--- src/rtl/pwm_duty_seq_pkg.sv ---
// Shared types and default widths for the PWM duty-cycle sequencer.
//   mode_e  : pattern selection as seen on mode_i (2'b11 is reserved and behaves as static)
//   state_e : sequencer FSM states
//   is_seq_mode() : true for the patterns that leave IDLE (blink, heartbeat)
package pwm_duty_seq_pkg;

  localparam int DW_DEF = 16;
  localparam int HW_DEF = 16;

  typedef enum logic [1:0] {
    MODE_STATIC    = 2'b00,
    MODE_BLINK     = 2'b01,
    MODE_HEARTBEAT = 2'b10
  } mode_e;

  // Unused codes decode back to IDLE in the FSM default branch.
  typedef enum logic [2:0] {
    ST_IDLE      = 3'b000,
    ST_HOLD_A    = 3'b001,
    ST_HOLD_B    = 3'b010,
    ST_RAMP_UP   = 3'b011,
    ST_RAMP_DOWN = 3'b100
  } state_e;

  function automatic logic is_seq_mode(input logic [1:0] m);
    return (m == MODE_BLINK) || (m == MODE_HEARTBEAT);
  endfunction

endpackage

--- src/rtl/pwm_duty_seq_hold.sv ---
// Hold counter for the duty sequencer: counts pulse cycles spent at a level.
// Ports:
//   clk, rst_n : core clock, asynchronous active-low reset
//   strobe     : pulse-cycle boundary; the counter only moves on a strobe
//   clear      : force the count to zero (priority over load)
//   load       : load load_val
//   load_val   : reload value (hold cycles minus 1)
//   zero       : count is zero
// Without clear/load a strobe decrements a non-zero count and leaves zero alone.
module pwm_duty_seq_hold #(
  parameter int HW = 16
) (
  input  logic          clk,
  input  logic          rst_n,
  input  logic          strobe,
  input  logic          clear,
  input  logic          load,
  input  logic [HW-1:0] load_val,
  output logic          zero
);

  logic [HW-1:0] cnt_q;

  always_ff @(posedge clk or negedge rst_n) begin
    if (!rst_n) begin
      cnt_q <= '0;
    end else if (strobe) begin
      if (clear)             cnt_q <= '0;
      else if (load)         cnt_q <= load_val;
      else if (cnt_q != '0)  cnt_q <= cnt_q - 1'b1;
    end
  end

  assign zero = (cnt_q == '0);

endmodule

--- src/rtl/pwm_duty_seq.sv ---
// Per-channel PWM duty-cycle sequencer (static / blink / heartbeat).
// Every state, duty and counter update happens only on cycle_end_i so the
// comparator never sees a duty change inside a pulse cycle.
// Ports:
//   clk_core_i, rst_core_ni : core clock, asynchronous active-low reset
//   cycle_end_i             : phase-counter wrap strobe, the only update strobe
//   en_i, mode_i            : enable and pattern, sampled on the strobe
//   duty_a_i, duty_b_i      : low/start level and high level
//   step_i                  : heartbeat increment per pulse cycle
//   hold_cnt_i              : pulse cycles at each level, minus 1
//   duty_o                  : registered duty to the comparator
//   busy_o                  : sequencer is not IDLE
//   seq_wrap_o              : one-cycle pulse on each return to HOLD_A
//   period_cnt_o            : saturating wrap count, only when
//                             PWM_DUTY_SEQ_PERIOD_CNT_EN is defined
module pwm_duty_seq
  import pwm_duty_seq_pkg::*;
#(
  parameter int DW = DW_DEF,
  parameter int HW = HW_DEF
) (
  input  logic          clk_core_i,
  input  logic          rst_core_ni,
  input  logic          cycle_end_i,
  input  logic          en_i,
  input  logic [1:0]    mode_i,
  input  logic [DW-1:0] duty_a_i,
  input  logic [DW-1:0] duty_b_i,
  input  logic [DW-1:0] step_i,
  input  logic [HW-1:0] hold_cnt_i,
  output logic [DW-1:0] duty_o,
  output logic          busy_o,
  output logic          seq_wrap_o
`ifdef PWM_DUTY_SEQ_PERIOD_CNT_EN
  ,
  output logic [15:0]   period_cnt_o
`endif
);

  state_e        state_q, state_d;
  mode_e         mode_q, mode_d;
  logic [DW-1:0] duty_q, duty_d;
  logic          wrap_q, wrap_d;
  logic          cnt_clear, cnt_load, hold_zero;

  // One extra bit so neither A+step nor duty+step can wrap.
  logic [DW:0] ramp_up_sum;
  logic [DW:0] ramp_dn_lim;
  logic        degen;

  assign ramp_up_sum = {1'b0, duty_q} + {1'b0, step_i};
  assign ramp_dn_lim = {1'b0, duty_a_i} + {1'b0, step_i};
  // A heartbeat with nothing to ramp over runs as a plain blink.
  assign degen = (step_i == '0) || (duty_b_i <= duty_a_i);

  pwm_duty_seq_hold #(.HW(HW)) u_hold (
    .clk      (clk_core_i),
    .rst_n    (rst_core_ni),
    .strobe   (cycle_end_i),
    .clear    (cnt_clear),
    .load     (cnt_load),
    .load_val (hold_cnt_i),
    .zero     (hold_zero)
  );

  always_comb begin
    state_d   = state_q;
    mode_d    = mode_q;
    duty_d    = duty_q;
    wrap_d    = 1'b0;
    cnt_clear = 1'b0;
    cnt_load  = 1'b0;
    if (cycle_end_i) begin
      if ((state_q != ST_IDLE) && (!en_i || (mode_i != mode_q))) begin
        // Disable or a pattern change abandons the sequence; restart from IDLE.
        state_d   = ST_IDLE;
        duty_d    = duty_a_i;
        cnt_clear = 1'b1;
      end else begin
        case (state_q)
          ST_IDLE: begin
            duty_d = duty_a_i;
            if (en_i && is_seq_mode(mode_i)) begin
              state_d  = ST_HOLD_A;
              mode_d   = mode_e'(mode_i);
              cnt_load = 1'b1;
            end else begin
              cnt_clear = 1'b1;
            end
          end
          ST_HOLD_A: begin
            duty_d = duty_a_i;
            if (hold_zero) begin
              cnt_load = 1'b1;
              state_d  = (mode_q == MODE_HEARTBEAT && !degen) ? ST_RAMP_UP : ST_HOLD_B;
            end
          end
          ST_HOLD_B: begin
            // Duty shows B for the whole hold; the wrap marks the state
            // returning to HOLD_A, and A appears on the following strobe.
            duty_d = duty_b_i;
            if (hold_zero) begin
              cnt_load = 1'b1;
              if (mode_q == MODE_HEARTBEAT && !degen) begin
                state_d = ST_RAMP_DOWN;
              end else begin
                state_d = ST_HOLD_A;
                wrap_d  = 1'b1;
              end
            end
          end
          ST_RAMP_UP: begin
            // Reloading here keeps the B hold exact even though the counter
            // keeps moving on strobes during the ramp.
            if (degen || (ramp_up_sum >= {1'b0, duty_b_i})) begin
              duty_d   = duty_b_i;
              state_d  = ST_HOLD_B;
              cnt_load = 1'b1;
            end else begin
              duty_d = ramp_up_sum[DW-1:0];
            end
          end
          ST_RAMP_DOWN: begin
            if (degen || ({1'b0, duty_q} <= ramp_dn_lim)) begin
              duty_d   = duty_a_i;
              state_d  = ST_HOLD_A;
              wrap_d   = 1'b1;
              cnt_load = 1'b1;
            end else begin
              duty_d = duty_q - step_i;
            end
          end
          default: begin
            state_d   = ST_IDLE;
            duty_d    = duty_a_i;
            cnt_clear = 1'b1;
          end
        endcase
      end
    end
  end

  always_ff @(posedge clk_core_i or negedge rst_core_ni) begin
    if (!rst_core_ni) begin
      state_q <= ST_IDLE;
      mode_q  <= MODE_STATIC;
      duty_q  <= '0;
      wrap_q  <= 1'b0;
    end else begin
      state_q <= state_d;
      mode_q  <= mode_d;
      duty_q  <= duty_d;
      wrap_q  <= wrap_d;
    end
  end

  assign duty_o     = duty_q;
  assign busy_o     = (state_q != ST_IDLE);
  assign seq_wrap_o = wrap_q;

`ifdef PWM_DUTY_SEQ_PERIOD_CNT_EN
  logic [15:0] period_cnt_q;

  always_ff @(posedge clk_core_i or negedge rst_core_ni) begin
    if (!rst_core_ni) begin
      period_cnt_q <= '0;
    end else if (cycle_end_i && (state_d == ST_IDLE)) begin
      period_cnt_q <= '0;
    end else if (wrap_d && (period_cnt_q != 16'hFFFF)) begin
      period_cnt_q <= period_cnt_q + 16'd1;
    end
  end

  assign period_cnt_o = period_cnt_q;
`endif

endmodule

--- config.mk ---
export PLATFORM = sky130hd
export DESIGN_NAME = pwm_duty_seq
export DESIGN_NICKNAME = d
export VERILOG_FILES = /design/src/rtl/pwm_duty_seq_pkg.sv /design/src/rtl/pwm_duty_seq_hold.sv /design/src/rtl/pwm_duty_seq.sv
export SDC_FILE = /design/constraint.sdc
export NUM_CORES = 1
export LEC_CHECK = 0
export BUFFER_PORTS_ARGS = -buffer_cell sky130_fd_sc_hd__buf_2
export CAP_MARGIN = 10
export CORE_MARGIN = 2
export CORE_UTILIZATION = 35
export DETAILED_ROUTE_END_ITERATION = 10
export GPL_TIMING_DRIVEN = 0
export PLACE_DENSITY = 0.53
export SLEW_MARGIN = 40
export SYNTH_ARGS = -nofsm -noshare
export SYNTH_HDL_FRONTEND = slang
export SYNTH_HIERARCHICAL = 1
export SYNTH_SLANG_ARGS = --single-unit
--- constraint.sdc ---
create_clock -name clk_core_i -period 7.31 [get_ports clk_core_i]
set_clock_uncertainty 0.2 [all_clocks]
set_input_delay 1.462 -clock clk_core_i [delete_from_list [all_inputs] [get_ports clk_core_i]]
set_output_delay 1.462 -clock clk_core_i [all_outputs]
set_load 0.01 [all_outputs]
# [Word-level counts from Yosys, hierarchy flattened]
# Cells that the tools add are included.
# Widths: inputs -> output; s select.
[op_classes] add_sub_neg=4 magnitude_cmp=3 eq_ne=13 muxes=32 bitwise_logic=1 reduce_logical=21
[op_table] cell="$mux 16" count=6
[op_table] cell="$pmux 16 s3" count=1
[op_table] cell="$add 16x16->17" count=2
[op_table] cell="$logic_not 16->1" count=2
[op_table] cell="$mux 3" count=7
[op_table] cell="$ge 17x16->1" count=1
[op_table] cell="$le 16x17->1" count=1
[op_table] cell="$le 16x16->1" count=1
[op_table] cell="$reduce_bool 16->1" count=1
[op_table] cell="$sub 16x1->16 const B" count=1
[op_table] cell="$sub 16x16->16" count=1
[op_table] cell="$ne 3x3->1 const B" count=5
[op_table] cell="$pmux 3 s5" count=1
[op_table] cell="$mux 1" count=14
[op_table] cell="$eq 3x2->1 const B" count=2
[op_table] cell="$reduce_and 6->1" count=1
[op_table] cell="$reduce_bool 3->1" count=2
[op_table] cell="$logic_or 1x1->1" count=5
[op_table] cell="$eq 2x2->1 const B" count=2
[op_table] cell="$pmux 1 s2" count=2
[op_table] cell="$pmux 1 s4" count=1
[op_table] cell="$reduce_and 4->1" count=1
[op_table] cell="$reduce_or 4->1" count=1
[op_table] cell="$eq 3x1->1 const B" count=1
[op_table] cell="other kinds (9)" count=12
[word_totals] regBits=38 inputBits=70

# [Logic depth before layout (Yosys ltp)]
# Gate-level depths: netlist of the first run.
[logic_depth] ltp_word=9 depth_mapped=26 ltp_nobuf=24

# [By module]
# Netlist of the first run, hierarchy kept.
[modules_own_cells] module="pwm_duty_seq" n_inst=1 cells_per_inst=635 area_per_inst_um2=4904.7 seq_area_each_um2=550.5
[modules_own_cells] module="pwm_duty_seq_hold" n_inst=1 cells_per_inst=134 area_per_inst_um2=1108.6 seq_area_each_um2=400.4

# [Worst setup path before layout of the first run]
# OpenSTA, ideal clock, no wires.
[synth_path] kind="input port to flip-flop" start="in step_i[6]" end="reg u_hold.cnt_q[11]" arrival_time_ps=6037 setup_slack_ps=947 cell_stages=26 cell_sequence="inv_1 > ha_1 > nor2b_2 > or2_1 > nor4_4 > nor3_2 > o311ai_4 > a211oi_1 > or4_1 > and2_1 > ha_1 > nand4_1 > nor2_1 > nand3_1 > and4_1 > and4_1 > buf_2 > o32ai_1 > a21oi_1 > nor3_1 > buf_6 > nor2_1 > nand2_1 > o21ai_4 > nor2_2 > a221o_1"
[synth_between] elab_chain_cells=9
[synth_rtl] element="start, declared" line="pwm_duty_seq.sv:29" rtl="input logic [DW-1:0] step_i,"
[synth_rtl] element="$add 16x16->17, or another cell as far along" line="pwm_duty_seq.sv:52" rtl="assign ramp_dn_lim = {1'b0, duty_a_i} + {1'b0, step_i};"
[synth_rtl] element="$le 16x17->1, or another cell as far along" line="pwm_duty_seq.sv:124" rtl="if (degen || ({1'b0, duty_q} <= ramp_dn_lim)) begin"
[synth_rtl] element="$logic_or 1x1->1 (on tied branches)" line="pwm_duty_seq.sv:124, pwm_duty_seq.sv:115"
[synth_rtl] element="$mux 1 (on tied branches)" line="pwm_duty_seq.sv:124, pwm_duty_seq.sv:115"
[synth_rtl] element="$pmux 1 s4 *" line="pwm_duty_seq.sv:80" rtl="case (state_q)"
[synth_rtl] element="$mux 1 *" line="pwm_duty_seq.sv:74" rtl="if ((state_q != ST_IDLE) && (!en_i || (mode_i != mode_q))) begin"
[synth_rtl] element="$mux 1 *" line="pwm_duty_seq.sv:73" rtl="if (cycle_end_i) begin"
[synth_rtl] element="named net cnt_load" line="pwm_duty_seq.sv:44" rtl="logic cnt_clear, cnt_load, hold_zero;"
[synth_rtl] element="$reduce_bool 3->1 (no line) or $mux 16 (tied branches)"
[synth_rtl] element="$reduce_and 2->1 (no line) or $mux 16 (tied branches)"
[synth_rtl] element="end signal, assigned" line="pwm_duty_seq_hold.sv:29" rtl="else if (load) cnt_q <= load_val;"
[synth_rtl] element="end signal, assigned" line="pwm_duty_seq_hold.sv:30" rtl="else if (cnt_q != '0) cnt_q <= cnt_q - 1'b1;"
[synth_rtl] element="end, declared" line="pwm_duty_seq_hold.sv:22" rtl="logic [HW-1:0] cnt_q;"
# The timed path passes the listed nets; every way through them passes the cells marked *.
# A chain may end at the register's enable or synchronous reset.

# [Worst setup path after layout of the first run]
# Same ends and word-level chain as after synthesis.

==> results of run 1 <==
==> report_power, final <==
| group | total, W | internal (W) | switching [W] | leakage (nW) |
|---|---|---|---|---|
| clock network | 0.000267 | 0.000169 | 0.0000985 | 0.0829 |
| logic | 0.000914 | 0.000374 | 0.000540 | 2.67 |
| registers | 0.000338 | 0.000266 | 0.0000723 | 0.474 |
| total | 0.00152 | 0.000809 | 0.000711 | 3.22 |
==> stage by stage <==
step	TNS, ns	total power, W
floorplan	0	0.000986
global placement	-12.35	0.00124
detailed placement	-11.71	0.00124
CTS	0	0.00152
global route	0	0.00166
finish	0	0.00152
==> worst max path at each step <==
stage                            from          endpoint
after CTS                 duty_a_i[0]  u_hold/cnt_q[11]
after detailed placement  duty_a_i[0]  u_hold/cnt_q[13]
after floorplan             step_i[6]  u_hold/cnt_q[11]
after global routing        step_i[6]  u_hold/cnt_q[11]
final                       step_i[6]  u_hold/cnt_q[11]
after global placement      step_i[0]   u_hold/cnt_q[2]
==> placed cells by master (no fill, tap or decap), drive strengths merged, types with 5 or more instances in the layout <==
cell and count:
or3 7, a22oi 8, o21a 12, clkbuf 23
mux2 11, nand2b 6, or2 5, xor2 11
ha 96, a221oi 10, nor2 71, buf 97
nor4 11, nor2b 15, xnor2 29, a31oi 11
o21ai 51, or4 5, o31ai 7, nand4 14
and2 9, nand2 32, dfrtp 38, nand3 16
a211oi 6, a21oi 65, nor3 27, a32oi 5
a21o 10, inv 79, o211ai 5
==> state kept, by name (all words and copies together), names as in the netlist <==
signal        count
mode_q            2
state_q           3
u_hold/cnt_q     16
duty_o           16
seq_wrap_o        1
==> cell type report <==
cell class,count,share of cell area [%]
multi-input cells,628,67.2
repair buffers,90,6.62
clock inverters,1,0.432
diodes,1,0.0360
inverters,79,4.26
plain buffers,24,1.76
flip-flops and latches,38,13.7
clock buffers,6,2.00
well taps,220,3.96
==> cell families (layout without fill, tap and decap cells) <==
kind of cell	count (synthesis)	after routing	synth area share, %
and+or+nand+nor	239	239	21.4
other	0	1	0
adders and majority gates	99	99	21.0
AOI/OAI and AO/OA	236	236	26.5
DFF	38	38	15.8
muxes	14	14	2.56
buffers and inverters	103	200	6.93
xor gates and xnor gates	40	40	5.83
==> timing repair <==
| action | in CTS | in global routing |
|---|---|---|
| pin swaps | 1 | 1 |
| endpoints found under the hold margin | 0 | 0 |
| buffers inserted | 1 | 2 |
| endpoints found under the setup margin | 15 | 10 |
| gates resized for setup | 4 | 4 |
==> critical path, delay by kind of cell <==
family          cells  cell delay, ns
buf+inv             4            0.60
fa+ha+maj           2            0.72
compound gates      6            1.38
simple gates       15            2.76
==> metal layers <==
layer	up-vias	wire length (um)	GRT usage, %
met5	-	0	0
met4	0	427	5.32
met3	22	1210	2.93
met2	186	9110	36.1
met1	2770	9710	32.3
li1	3047	-	-
==> qor.yml, run 1 <==
arrival_ns: 6.95
power_density_nw_per_um2: 219
dieHeight_um: 135
grt_pass1_wl_mm: 32.1
cp-end-kind: "flip-flop"
ys.flop_type: "dfrtp_1"
nets: 1035
hold_slack_ns: 0.335
path_clk_slew_ns: 0.06
yosysSeqAreaShare_pct: 15.8
first_global_vias: 5777
vias_per_cell: 5.54
place_congestion: 0.906
final_hold_viol_count: 0
grt.overflow.total: 0
place_area_um2: 6730
cts-root-buf: "clkbuf_16"
clk_latency_ns: 0.29
place_ws_ns: -0.992
r2r_end: "u_hold/cnt_q[11]"
worst_path_max_delay_cell: "or4_1"
holdPathEnd: "u_hold/cnt_q[1]"
critPathMaxFanout: 10
die_w_um: 135
layout_setup_ws_ns: 0.327
drtIter0Drc: 406
multi_input_area_um2: 4680
grt_use_total_pct: 22.6
drc: 0
vdd_drop_max_mv: 0.113
synth.most_common_cell: "ha_1"
maxSlewViolCount: 0
drv_cap: 0
hold_buffers: 0
syn_nets: 938
vias: 6025
cts_buffer_depth: 2
antenna_found_initial: 1
synth_top_area_cell: "ha_1"
outcome: "finished clean"
fill_cells: 1806
wire_per_inst_um: 18.8
rows: 47
drt_wl_total_mm: 20.5
cp.required_ns: 7.28
syn_to_final_growth_pct: 15.6
dp.cells: 1076
synthTopCellsByCount: "96 x ha_1, 77 x inv_1, 70 x nor2_1, 65 x a21oi_1, 39 x o21ai_0"
hold_depth: 2
yosys-top-cells-area: "ha_1 20%, dfrtp_1 16%, a21oi_1 5.4%"
synth_seq_cells: 38
hold_path_class: "reg2reg"
grt_start_max_net_pins: 39
syn-cell-area_um2: 6010
first_pass_iters: 5
postLayoutCoreUtil_pct: 41.6
fp.dieArea_um2: 18200
worst-setup-path-type: "in2reg"
hold_path_startpoint: "u_hold/cnt_q[1]"
syn_avg_cell_area_um2: 7.82
cts.htree.levels: 2
hpwlAfterDp_mm: 16.4
synth_edf_count: 0
antenna_left: 0
reg2reg_from: "duty_o[6]"
synth_top_area_share_pct: 20.0
core_um2: 16700
yosysWarnings: 6
worst_slew_pin_slew_ns: 0.832
pin_count: 88
reg2regPathDepth: 25
p_leak_nw: 3.22
syn_inst: 769
clock.fmax_mhz: 143
worstSetupStartpointType: "input port"
worst-r2r-setup-slack_ns: 1.23
slew_headroom_pct: 44.2
seqCellArea_um2: 951
max_stage_delay_ns: 0.51
numCtsBuffers: 5
drive_gt1_share_pct: 15.6
rsz0062_at_grt: "no"
period_minus_slack_ns: 6.98
final_cells: 1087
cts.sinks: 38
async_reset_ff_share_pct: 100
ys_types: 86
start_util_pct: 36.0
final_cell_area_um2: 6950
setup_viol: 0
timing.final.crit_share_pct: 95.5
cts_tree: "yes"
port_buffers: 87
(Power assumes the default switching activity.)
==> inputs of run 2 (changes only) <==
Settings changed: PLACE_DENSITY 0.53 to 0.55.
Clock period 7.31 ns to 6.2 ns, I/O delays scaled along.
==> run 2 against run 1 <==
  * Cell count is 0.64% higher
  * First-iteration DRC count grew 25%
  * Sequential cell count stayed put
  * Non-clock buffer count grew 5
  * Core utilization grew 1.6 points
  * Largest power group unchanged
  * Highest routed layer unchanged
==> qor.yml, run 2 (synthesis results as in run 1) <==
clk_latency_ns: 0.30
drv_cap: 0
dieHeight_um: 135
drtIter0Drc: 506
worst_path_max_delay_cell: "fa_2"
worst_slew_pin_slew_ns: 0.725
power_w: 0.00191
start_util_pct: 36.0
grt.overflow.total: 0
drc: 0
hpwlAfterDp_mm: 16.4
slew_headroom_pct: 51.4
final_hold_viol_count: 0
antenna_left: 0
worstSetupStartpointType: "input port"
antenna_found_initial: 1
cts.htree.levels: 2
critPathMaxFanout: 8
place_congestion: 0.967
final_cell_area_um2: 7220
cts_tree: "yes"
cp.required_ns: 6.23
period_minus_slack_ns: 6.09
fp.dieArea_um2: 18200
grt_start_max_net_pins: 39
path_clk_slew_ns: 0.06
hold_buffers: 0
dp.cells: 1076
outcome: "finished clean"
worst-setup-path-type: "in2reg"
first_global_vias: 5807
crit_family: "compound AO/OA/AOI/OAI gates"
cp-end-kind: "flip-flop"
wire_per_inst_um: 18.9
maxSlewViolCount: 0
reg2regPathDepth: 25
place_area_um2: 6730
hold_path_class: "reg2reg"
power_density_nw_per_um2: 265
layout_common_cells: "94 x ha_1, 86 x buf_2, 77 x inv_1"
pin_count: 88
arrival_ns: 6.12
syn_to_final_growth_pct: 20.1
numCtsBuffers: 5
cts_buffer_depth: 2
drt_wl_total_mm: 20.7
path_buf_inv: 4
tns_ns: 0
grt_pass1_wl_mm: 31.7
postLayoutCoreUtil_pct: 43.2
grt_use_total_pct: 22.6
rows: 47
vdd_drop_max_mv: 0.192
p_leak_nw: 3.32
drive_gt1_share_pct: 19.4
final_cells: 1094
port_buffers: 87
nets: 1040
cts-root-buf: "clkbuf_16"
die_w_um: 135
layout_commonest_cell: "ha_1"
vias_per_cell: 5.61
first_pass_iters: 5
core_um2: 16700
setup_viol: 0
hold_depth: 2
timing.final.crit_share_pct: 98.3
cp_num_cells: 27
clock.fmax_mhz: 164
vias: 6134
max_stage_delay_ns: 0.42
cts.sinks: 38
[run 2: cell types whose count changed in the layout (fill, tap and decap cells not counted), sizes merged]
cell and change:
bufinv +1, diode +1, clkbuf -2, buf +7
[run 2: layout make-up]
cell class / count / area [um^2]
fillers: 1776 / 9480
inverters: 79 / 297
repair buffers: 97 / 515
clock inverters: 2 / 60.1
flip-flops and latches: 38 / 951
multi-input cells: 628 / 4840
clock buffers: 6 / 139
plain buffers: 22 / 134
well taps: 220 / 275
diodes: 2 / 5.00
[run 2: worst min-delay path, cell delays in order (launching register included)]
cell	delay [ns]
dfrtp_1	0.38
nand2_1	0.06
o31ai_1	0.06
[run 2: worst paths after layout]
kind | startpoint | endpoint | slack [ns]
max | step_i[0] | u_hold/cnt_q[12] | 0.11
min | u_hold/cnt_q[1] | u_hold/cnt_q[1] | 0.34
max reg2reg | duty_o[6] | u_hold/cnt_q[12] | 0.86
min reg2reg | u_hold/cnt_q[1] | u_hold/cnt_q[1] | 0.34
max in group asynchronous | rst_core_ni | duty_o[7] | 4.70
min in group asynchronous | rst_core_ni | state_q[0] | 0.73
[run 2: repair_timing]
item,CTS,global route
pin swaps,9,20
gates resized for setup,28,25
setup endpoints to repair,35,25
buffers inserted,4,6
[run 2: metal layers]
metal	global-route usage, %	part of all wire (%)	wire length [um]
met2	37.4	47	9670
met5	0	0	0
met1	31.5	47	9660
met3	2.29	4.9	1020
met4	5.50	1.8	371
[run 2: power by group]
group / internal [W] / total, W / switching, W
clock network: 0.000242 / 0.000363 / 0.000120
registers: 0.000313 / 0.000401 / 0.0000877
logic: 0.000476 / 0.00115 / 0.000673
[run 2: per-stage QoR]
stage	setup slack, ns	hold WS, ns
floorplan	0.0586	0.285
global placement	-1.88	0.322
detailed placement	-1.83	0.333
CTS	0.00816	0.343
global route	-0.0804	0.379
finish	0.107	0.339
